`src/rtl/main_memory_arbiter_pkg.sv`:
```
// Shared types and defaults for the main-memory arbiter: owner-state encoding,
// default starvation / burst limits, and a counter-width helper.
package main_memory_arbiter_pkg;

  typedef enum logic {
    ARB_IDLE     = 1'b0,
    ARB_EXT_LOCK = 1'b1
  } arb_state_e;

  localparam int ARB_MAX_WAIT  = 4;
  localparam int ARB_MAX_BURST = 16;

  // Bits needed to hold 0..max; never narrower than one bit.
  function automatic int cnt_width(input int max);
    return (max < 1) ? 1 : $clog2(max + 1);
  endfunction

endpackage

```
`src/rtl/arb_sat_counter.sv`:
```
// Saturating up-counter with synchronous clear; clear wins over increment.
module arb_sat_counter
  import main_memory_arbiter_pkg::*;
#(
  parameter int MAX = ARB_MAX_WAIT,
  parameter int W   = cnt_width(MAX)
) (
  input  logic         clk,
  input  logic         rst,
  input  logic         inc,
  input  logic         clr,
  output logic [W-1:0] out,
  output logic         at_max
);

  assign at_max = (out == W'(MAX));

  // NOTE: state registers use non-blocking assignments so every flop samples
  // pre-edge values; blocking here would create order-dependent simulation.
  always_ff @(posedge clk or negedge rst) begin
    if (!rst) begin
      out <= '0;
    end else if (clr) begin
      out <= '0;
    end else if (inc && !at_max) begin
      out <= out + W'(1);
    end
  end

endmodule

```
`src/rtl/main_memory_arbiter.sv`:
```
// Two-port arbiter (CPU vs external loader/debug/DMA) in front of main_memory,
// with locked external bursts, a starvation override and registered read return.
module main_memory_arbiter
  import main_memory_arbiter_pkg::*;
#(
  parameter int ADDR_WIDTH = 32,
  parameter int DATA_WIDTH = 32,
  parameter int MAX_WAIT   = ARB_MAX_WAIT,
  parameter int MAX_BURST  = ARB_MAX_BURST
) (
  input  logic                  clk,
  input  logic                  rst,
  input  logic                  cpu_req,
  input  logic                  cpu_we,
  input  logic [ADDR_WIDTH-1:0] cpu_addr,
  input  logic [DATA_WIDTH-1:0] cpu_wdata,
  output logic                  cpu_gnt,
  output logic                  cpu_stall,
  output logic                  cpu_rvalid,
  output logic [DATA_WIDTH-1:0] cpu_rdata,
  input  logic                  ext_req,
  input  logic                  ext_we,
  input  logic [ADDR_WIDTH-1:0] ext_addr,
  input  logic [DATA_WIDTH-1:0] ext_wdata,
  input  logic                  ext_last,
  output logic                  ext_gnt,
  output logic                  ext_rvalid,
  output logic [DATA_WIDTH-1:0] ext_rdata,
  output logic [ADDR_WIDTH-1:0] mem_raddr,
  output logic [ADDR_WIDTH-1:0] mem_waddr,
  output logic [DATA_WIDTH-1:0] mem_wdata,
  output logic                  mem_wen,
  input  logic [DATA_WIDTH-1:0] mem_rdata
);

  localparam int WW = cnt_width(MAX_WAIT);
  localparam int BW = cnt_width(MAX_BURST);

  arb_state_e    state_q, state_d;
  logic [WW-1:0] wait_cnt;
  logic          wait_at_max;
  logic [BW-1:0] beat_cnt;
  logic          beat_at_max;
  logic          ext_override;
  logic          last_beat;
  logic          start_lock;
  logic          lock_end;

  assign ext_override = (wait_cnt == WW'(MAX_WAIT));
  assign last_beat    = (beat_cnt == BW'(MAX_BURST - 1)) | beat_at_max;

  always_ff @(posedge clk or negedge rst) begin
    if (!rst) state_q <= ARB_IDLE;
    else      state_q <= state_d;
  end

  // NOTE: every output of a combinational block gets a default first, so no
  // path through the if/case can leave a value unassigned and infer a latch.
  always_comb begin
    state_d    = state_q;
    cpu_gnt    = 1'b0;
    ext_gnt    = 1'b0;
    start_lock = 1'b0;
    lock_end   = 1'b0;
    if (rst) begin
      case (state_q)
        ARB_IDLE: begin
          ext_gnt    = ext_req & (~cpu_req | ext_override);
          cpu_gnt    = cpu_req & ~ext_gnt;
          start_lock = ext_gnt & ~ext_last & (MAX_BURST > 1);
          if (start_lock) state_d = ARB_EXT_LOCK;
        end
        ARB_EXT_LOCK: begin
          // A gap in ext_req lends the cycle to the CPU without dropping the lock.
          ext_gnt  = ext_req;
          cpu_gnt  = cpu_req & ~ext_req;
          lock_end = ext_gnt & (ext_last | last_beat);
          if (lock_end) state_d = ARB_IDLE;
        end
        default: state_d = ARB_IDLE;
      endcase
    end
  end

  assign cpu_stall = cpu_req & ~cpu_gnt & rst;

  arb_sat_counter #(.MAX(MAX_WAIT), .W(WW)) u_wait_cnt (
    .clk    (clk),
    .rst    (rst),
    .inc    (ext_req & ~ext_gnt & ~wait_at_max),
    .clr    (ext_gnt | ~ext_req),
    .out    (wait_cnt),
    .at_max (wait_at_max)
  );

  arb_sat_counter #(.MAX(MAX_BURST), .W(BW)) u_beat_cnt (
    .clk    (clk),
    .rst    (rst),
    .inc    (ext_gnt & ~lock_end & (start_lock | (state_q == ARB_EXT_LOCK))),
    .clr    (lock_end),
    .out    (beat_cnt),
    .at_max (beat_at_max)
  );

  always_comb begin
    mem_raddr = '0;
    mem_wdata = '0;
    mem_wen   = 1'b0;
    if (ext_gnt) begin
      mem_raddr = ext_addr;
      mem_wdata = ext_wdata;
      mem_wen   = ext_we;
    end else if (cpu_gnt) begin
      mem_raddr = cpu_addr;
      mem_wdata = cpu_wdata;
      mem_wen   = cpu_we;
    end
  end

  assign mem_waddr = mem_raddr;

  // NOTE: the read-data registers are reset as well as the valids, so a port
  // never observes stale data from before reset, even with rvalid low.
  always_ff @(posedge clk or negedge rst) begin
    if (!rst) begin
      cpu_rvalid <= 1'b0;
      cpu_rdata  <= '0;
      ext_rvalid <= 1'b0;
      ext_rdata  <= '0;
    end else begin
      cpu_rvalid <= cpu_gnt & ~cpu_we;
      ext_rvalid <= ext_gnt & ~ext_we;
      if (cpu_gnt && !cpu_we) cpu_rdata <= mem_rdata;
      if (ext_gnt && !ext_we) ext_rdata <= mem_rdata;
    end
  end

endmodule

```
`config.mk`:
```
export PLATFORM = sky130hd
export DESIGN_NAME = main_memory_arbiter
export DESIGN_NICKNAME = d
export VERILOG_FILES = /design/src/rtl/main_memory_arbiter_pkg.sv /design/src/rtl/arb_sat_counter.sv /design/src/rtl/main_memory_arbiter.sv
export SDC_FILE = /design/constraint.sdc
export NUM_CORES = 1
export LEC_CHECK = 0
export ABC_AREA = 1
export CORE_AREA = 2 2 130 132
export DETAILED_ROUTE_END_ITERATION = 8
export DIE_AREA = 0 0 132 134
export PLACE_DENSITY = 0.66
export SLEW_MARGIN = 20
export SYNTH_ARGS = -nofsm -noshare
export SYNTH_HDL_FRONTEND = slang
export SYNTH_SLANG_ARGS = --single-unit
```
`constraint.sdc`:
```
create_clock -name clk -period 2.1 [get_ports clk]
set_clock_uncertainty 0.2 [all_clocks]
set_input_delay 0.21 -clock clk [delete_from_list [all_inputs] [get_ports clk]]
set_output_delay 0.21 -clock clk [all_outputs]
set_load 0.1 [all_outputs]
```
Word level (Yosys, flattened, before mapping) --
Cells that the tools add are included. Widths: inputs -> output; s select.
Word-level totals: bits in writable memories 0, latch bits 0, input port bits 167, memories kept 0, register bits after elaboration 75, memory bits (read-only) 0, word-level logic and storage cells 72, output and inout port bits 166
Operators by class: multiply operators 0, muxes and demuxes 21, div/mod/pow operators 0, reduce and logical (&&, ||, !) cells 10, shifts and indexed selects 0, bitwise logic cells 29, add/sub/neg operators 2, eq/ne operators 3, magnitude comparators 0
Operator list (number):
- $mux 32 | 4
- $and 1x1->1 | 13
- $not 1->1 | 11
- $mux 1 | 10
- $mux 5 | 2
- $mux 3 | 2
- $pmux 1 s2 | 3
- $add 5x1->5 const B | 1
- $eq 5x4->1 const B | 1
- $eq 5x5->1 const B | 1
- $or 1x1->1 | 5
- $logic_and 1x1->1 | 4
- $logic_not 1->1 | 4
- $reduce_bool 2->1 | 2
- $add 3x1->3 const B | 1
- $eq 3x3->1 const B | 1

Longest topological paths before layout --
depth after elaboration 12, depth in mapped cells 12, gate-level depth less buffers 10

Modules after synthesis --
A second synthesis with hierarchy kept.
Second synthesis, totals: cells, all modules 621, area, all modules 4340.4 um2
By module, submodules not included:
- main_memory_arbiter | cells each 555, area an instance 3813.7 um2, seq. area each 1676.6 um2, instances 1
- arb_sat_counter at u_beat_cnt | cells each 41, area an instance 341.6 um2, seq. area each 125.1 um2, instances 1
- arb_sat_counter at u_wait_cnt | cells each 25, area an instance 185.2 um2, seq. area each 75.1 um2, instances 1

Least setup slack after synthesis --
Ideal clock, no wire load.
path kind register to output, start point register u_wait_cnt.out[0], end point output mem_waddr[22], path slack -0.993 ns, stages on the path, launching flop included 12, arrival 2.683 ns, buffers on the path 2, required time 1.690 ns, cells stage by stage dfrtp_1 -> inv_1 -> ha_1 -> nand2_2 -> nand3_4 -> o21ai_2 -> nand2_2 -> inv_2 -> buf_2 -> nand2_1 -> nand2_1 -> buf_4
Between the ends: word-level cells in the longest chain between the ends 9, elaborated cells on any way between the ends 11, those cells by class eq/ne: 1; mux: 6; bitwise: 4
Ends and longest elaborated chain:
- start: declaration | line arb_sat_counter.sv:12 | output logic [W-1:0] out,
- start signal: assignment | line arb_sat_counter.sv:26 | out <= out + W'(1);
- $eq 3x3->1 | line main_memory_arbiter.sv:49 | assign ext_override = (wait_cnt == WW'(MAX_WAIT));
- $or 1x1->1 | line main_memory_arbiter.sv:68 | ext_gnt = ext_req & (~cpu_req | ext_override);
- $and 1x1->1 | line main_memory_arbiter.sv:68
- $not 1->1 | line main_memory_arbiter.sv:69 | cpu_gnt = cpu_req & ~ext_gnt;
- $and 1x1->1 | line main_memory_arbiter.sv:69
- $pmux 1 s2 | line main_memory_arbiter.sv:66 | case (state_q)
- $mux 1 | line main_memory_arbiter.sv:65 | if (rst) begin
- via cpu_gnt | line main_memory_arbiter.sv:17 | output logic cpu_gnt,
- $mux 32 | line main_memory_arbiter.sv:113 | end else if (cpu_gnt) begin
- $mux 32 | line main_memory_arbiter.sv:109 | if (ext_gnt) begin
- end: declaration | line main_memory_arbiter.sv:30 | output logic [ADDR_WIDTH-1:0] mem_waddr,
The timed path passes the listed nets, and every way through them passes these cells.

Worst setup path after layout --
start point register u_wait_cnt.out[0], end point output mem_waddr[19]
Between the ends: word-level cells in the longest chain between the ends 9, elaborated cells on any way between the ends 11, those cells by class eq/ne: 1; mux: 6; bitwise: 4
Ends and longest elaborated chain (line):
- $eq 3x3->1 * | main_memory_arbiter.sv:49
- $or 1x1->1 * | main_memory_arbiter.sv:68
- $and 1x1->1 * | main_memory_arbiter.sv:68
- $not 1->1 | main_memory_arbiter.sv:69
- $and 1x1->1 | main_memory_arbiter.sv:69
- $pmux 1 s2 | main_memory_arbiter.sv:66
- $mux 1 | main_memory_arbiter.sv:65
- $mux 32 | main_memory_arbiter.sv:113
- $mux 32 * | main_memory_arbiter.sv:109
Every way passes the cells marked *; elsewhere a longest branch is shown, timed or not.

==> flow_summary.rst <==
.. list-table::
   :header-rows: 1

   * - Metric
     - Value
   * - Final core utilization
     - between 60% and 70%
   * - Clock tree from TritonCTS
     - built
   * - Leading cell type in the layout, fill and taps excluded
     - clkdlybuf4s50_1
   * - Worst Max-Slew Pin Slew
     - between 0.9 and 1 ns
   * - Count of buffers from port buffering
     - ~330
   * - Simple-gate share of the synthesized area
     - between 20% and 30%
   * - Mean routed wirelength per cell
     - around 19 µm
   * - Cell repeated most along the worst path
     - nand2_8
   * - Max Slew Vio Count
     - 0
   * - Sw power
     - 0.00624 W
   * - Top flip-flop cell by instance count after synthesis
     - dfrtp_1
   * - Leakage power
     - ~5.1 nW
   * - Number of nets in the final layout
     - roughly 1100
   * - Synthesized Nets
     - 741
   * - Hold slack
     - between 0.2 and 0.25 ns
   * - Number of flip-flops and latches in the synthesized netlist
     - 75
   * - Internal Dissipation
     - between 0.004 and 0.005 W
   * - Area leader, netlist
     - dfrtp_1
   * - Root buffer cell
     - clkbuf_16
   * - Overall die width
     - between 100 and 150 µm
   * - Peak supply drop
     - between 1 and 1.5 mV
   * - Final setup margin
     - -0.244 ns
   * - Finished Cell Area
     - roughly 11000 µm²
   * - Power share of the clock group
     - between 10% and 20%
   * - Violated checks
     - negative setup slack
   * - Wire length of the first global-routing pass
     - between 20000 and 30000 µm
   * - Longest Clk Path Bufs
     - 2
   * - Adder and majority cell fraction of the synthesized area
     - between 1 and 1.5%
   * - Combinational family with the most area after synthesis
     - simple AND/OR/NAND/NOR gates
   * - Core Area
     - 16300 µm²
   * - Post-Syn Instances
     - 570
   * - Part of the Yosys area used for sequential elements
     - a little over two fifths
   * - Multiplexer fraction of the synthesized cell area
     - 0%
   * - Overflow after GRT
     - 0
   * - Area of placed instances
     - roughly 9400 µm²
   * - Class of the tightest hold or removal check
     - primary input to register
   * - Final setup fails
     - 133
   * - Unique cell type count in the Yosys netlist
     - 27
   * - Top cell type's share of synthesized area
     - 43.7%
   * - Destination of the critical timing path
     - mem_waddr[19]
   * - WS Path Type
     - register to output pin
   * - Cts bufs inserted
     - 9
   * - Routed WL
     - 21100 µm
   * - Share of cells above drive strength 1
     - 50.1%
   * - Clock net sink count
     - 75
   * - Routed vias
     - roughly 5000
   * - Vertical die dimension
     - between 100 and 150 µm
   * - Launching element of the worst setup path
     - u_wait_cnt.out[0]$_DFFE_PN0P_
   * - Number of filler instances in the final layout
     - ~1200
   * - Largest cells by area after synthesis
     - dfrtp_1 44%, nand2_1 24%, buf_4 6.8%
   * - Switching power share of the total
     - 56.3%
   * - Number of instances in the placed design
     - roughly 1100
   * - CTS clock-pin slew for the worst setup and hold paths
     - about 0.060 ns
   * - Worst slew margin
     - ~37%
   * - Data required time of the critical path
     - roughly 1.7 ns
   * - Critical Path Slowest Stage Cell
     - dfrtp_1
   * - Data arrival time of the worst path
     - about 1.9 ns
   * - Depth of the critical timing path with buffers and inverters included
     - 12
   * - EDFF count, synth
     - 0
   * - Pre-antenna DRT Iters
     - 4
   * - Combined buffer and inverter count along the critical path
     - 6
   * - Clock latency on the worst-skew pair
     - ~0.33 ns
   * - Final Cycle Share
     - 112%
   * - Endpoints failing hold
     - 0
   * - Critical path startpoint category
     - register
   * - Crit path max-delay family
     - buffers and inverters
   * - Via count of the first global-routing pass
     - 4928
   * - Mapped cell area
     - between 4000 and 5000 µm²
   * - Worst reg2reg path depth
     - 15
   * - Routability congestion estimate from global placement
     - 0.786
   * - Largest net degree at the start of global routing
     - 76
   * - Maximum fanout along the worst path
     - 6
   * - CP Cell Sequence
     - inv_2 > ha_4 > nand2_4 > nand3_4 > buf_6 > nand2_8 > clkinv_8 > buf_12 > buf_16 > nand2_8 > nand2_8 > buf_12
   * - Starting density of the core
     - between 20% and 30%
   * - Initial antenna violation count
     - 2
   * - Number of warnings reported in the yosys synthesis log
     - 0
   * - Layout overhead on the synthesized area
     - 155%
   * - DRT iter0 DRCs
     - approximately 160
   * - Total Die Area
     - 17700 µm²
   * - Slowest stage delay, CP
     - roughly 0.35 ns
   * - Result of the run
     - finished with violations
   * - Hpwl dp
     - around 15000 µm
   * - Share of synthesized flip-flops with an asynchronous set or reset
     - 100%
   * - # H-tree levels
     - 3
   * - Number of cells in the finished layout apart from fillers
     - 1132
   * - Global Route Usage Sum
     - approximately 22%
   * - RSZ-0062 raised after global routing
     - true
   * - Combinational Power Share
     - around two thirds
   * - Top achievable clock speed
     - about 0.43 GHz
   * - Setup slack, reg-to-reg
     - -0.17 ns
   * - Share of the synthesized netlist area taken by xor and xnor gates
     - less than 1%
   * - Post-Synthesis Mean Instance Area
     - 7.54 µm²
   * - Endpoint type of the worst setup path
     - output pin
   * - Clock period minus final worst setup slack
     - ~2.3 ns
   * - Fraction of the mapped netlist area in compound gates
     - between 10% and 20%
   * - Post-layout power
     - between 0.01 and 0.015 W
   * - Max-cap viol count
     - 0
   * - Residual antenna-violating net count after detailed routing
     - 0
   * - Number of vias per cell after detailed routing
     - approximately 4.4
   * - Sequential Power Share
     - between 10% and 20%
   * - Power per cell area
     - around 1000 nW/µm²
   * - Source of the worst register-to-register timing path
     - u_wait_cnt.out[0]$_DFFE_PN0P_
   * - Reg-to-Reg End
     - ext_rdata[19]$_DFFE_PN0P_
   * - Leading cell types in the layout, fill and taps excluded
     - 165 x clkdlybuf4s50_1, 112 x buf_12, 103 x nand2_1, 80 x buf_4, 75 x dfrtp_1
   * - Std-Cell Rows
     - 47
   * - Boundary pin count
     - about 330
   * - DR DRC count
     - 0
[cells by family after synthesis]
group,count (synthesis)
simple gates,306
fa+ha+maj,4
xor+xnor,2
flops,75
compound gates,70
buf+inv,113
[synthesized netlist by cell type, types with 2 or more instances]
cell,number
nor2_1,10
ha_1,4
inv_2,2
nor3_1,2
nand3_1,7
buf_6,12
buf_4,39
buf_2,7
nand4_1,3
dfrtp_1,75
o21ai_1,22
o21ai_0,12
o21ai_2,31
nand2_2,4
a21oi_1,3
inv_1,51
nand2_1,276
[through the flow]
| step | setup WS, ns | setup TNS [ns] |
|---|---|---|
| after detailed placement | -0.187 | -8.81 |
| after global routing | -0.328 | -36.53 |
| after global placement | -0.181 | -7.84 |
| after CTS | -0.250 | -22.94 |
| after floorplan | -0.248 | -1.66 |
| final | -0.244 | -25.11 |
[what timing repair did]
item,4_1_cts,5_1_grt
gates cloned,6,13
hold endpoints to repair,41,0
pin swaps,19,17
resized for setup,84,108
hold buffers,1,0
buffers inserted,10,2
setup endpoints to repair,100,152
[power groups by stage]
stage | Sequential, W | Combinational [W] | Clock (W)
after global placement | 0.00209 | 0.00715 | 0
after detailed placement | 0.00210 | 0.00718 | 0
after floorplan | 0.00449 | 0.00286 | 0
final | 0.00209 | 0.00761 | 0.00139
after global routing | 0.00214 | 0.00787 | 0.00149
after CTS | 0.00208 | 0.00742 | 0.00142
[worst min-delay path: cells and delay by family]
family / cells / cell delay, ns
buf+inv: 2 / 0.47
compound gates: 1 / 0.06
[state kept, by name, summed over array words and instances (netlist names)]
register,flops
ext_rvalid,1
cpu_rvalid,1
cpu_rdata,32
u_beat_cnt.out,5
ext_rdata,32
u_wait_cnt.out,3
state_q,1
[how the worst min path moves through the flow]
stage	slack, ns	end	start	depth (start not counted)
floorplan	-0.29	cpu_rdata[0]$_DFFE_PN0P_	rst	0
detailed placement	0.27	ext_rdata[31]$_DFFE_PN0P_	ext_rdata[31]$_DFFE_PN0P_	2
global route	0.26	ext_rdata[21]$_DFFE_PN0P_	mem_rdata[21]	3
CTS	0.24	ext_rdata[21]$_DFFE_PN0P_	mem_rdata[21]	3
finish	0.25	ext_rdata[21]$_DFFE_PN0P_	mem_rdata[21]	3
global placement	0.27	ext_rdata[31]$_DFFE_PN0P_	ext_rdata[31]$_DFFE_PN0P_	2
[metal layers]
layer | routed length (µm) | GRT usage [%] | vias up
met5 | 0 | 0 | -
met4 | 557 | 6.70 | 0
met3 | 2190 | 9.60 | 35
met2 | 10800 | 37.4 | 215
met1 | 7600 | 24.1 | 2314
li1 | - | - | 2390
[layout make-up]
cell class                 instances  area (µm²)  share of cell area, %
timing repair buffer             382        4980                   45.5
multi-input combinational        384        3310                   30.2
sequential                        75        1880                   17.1
tap                              220         275                   2.51
clock buffer                      10         229                   2.09
inverter                          53         224                   2.05
clock inverter                     6        42.5                  0.389
timing repair inverter             1        8.76                 0.0800
antenna                            1        2.50                 0.0229
Note: power is estimated with default switching activity, not from simulation.
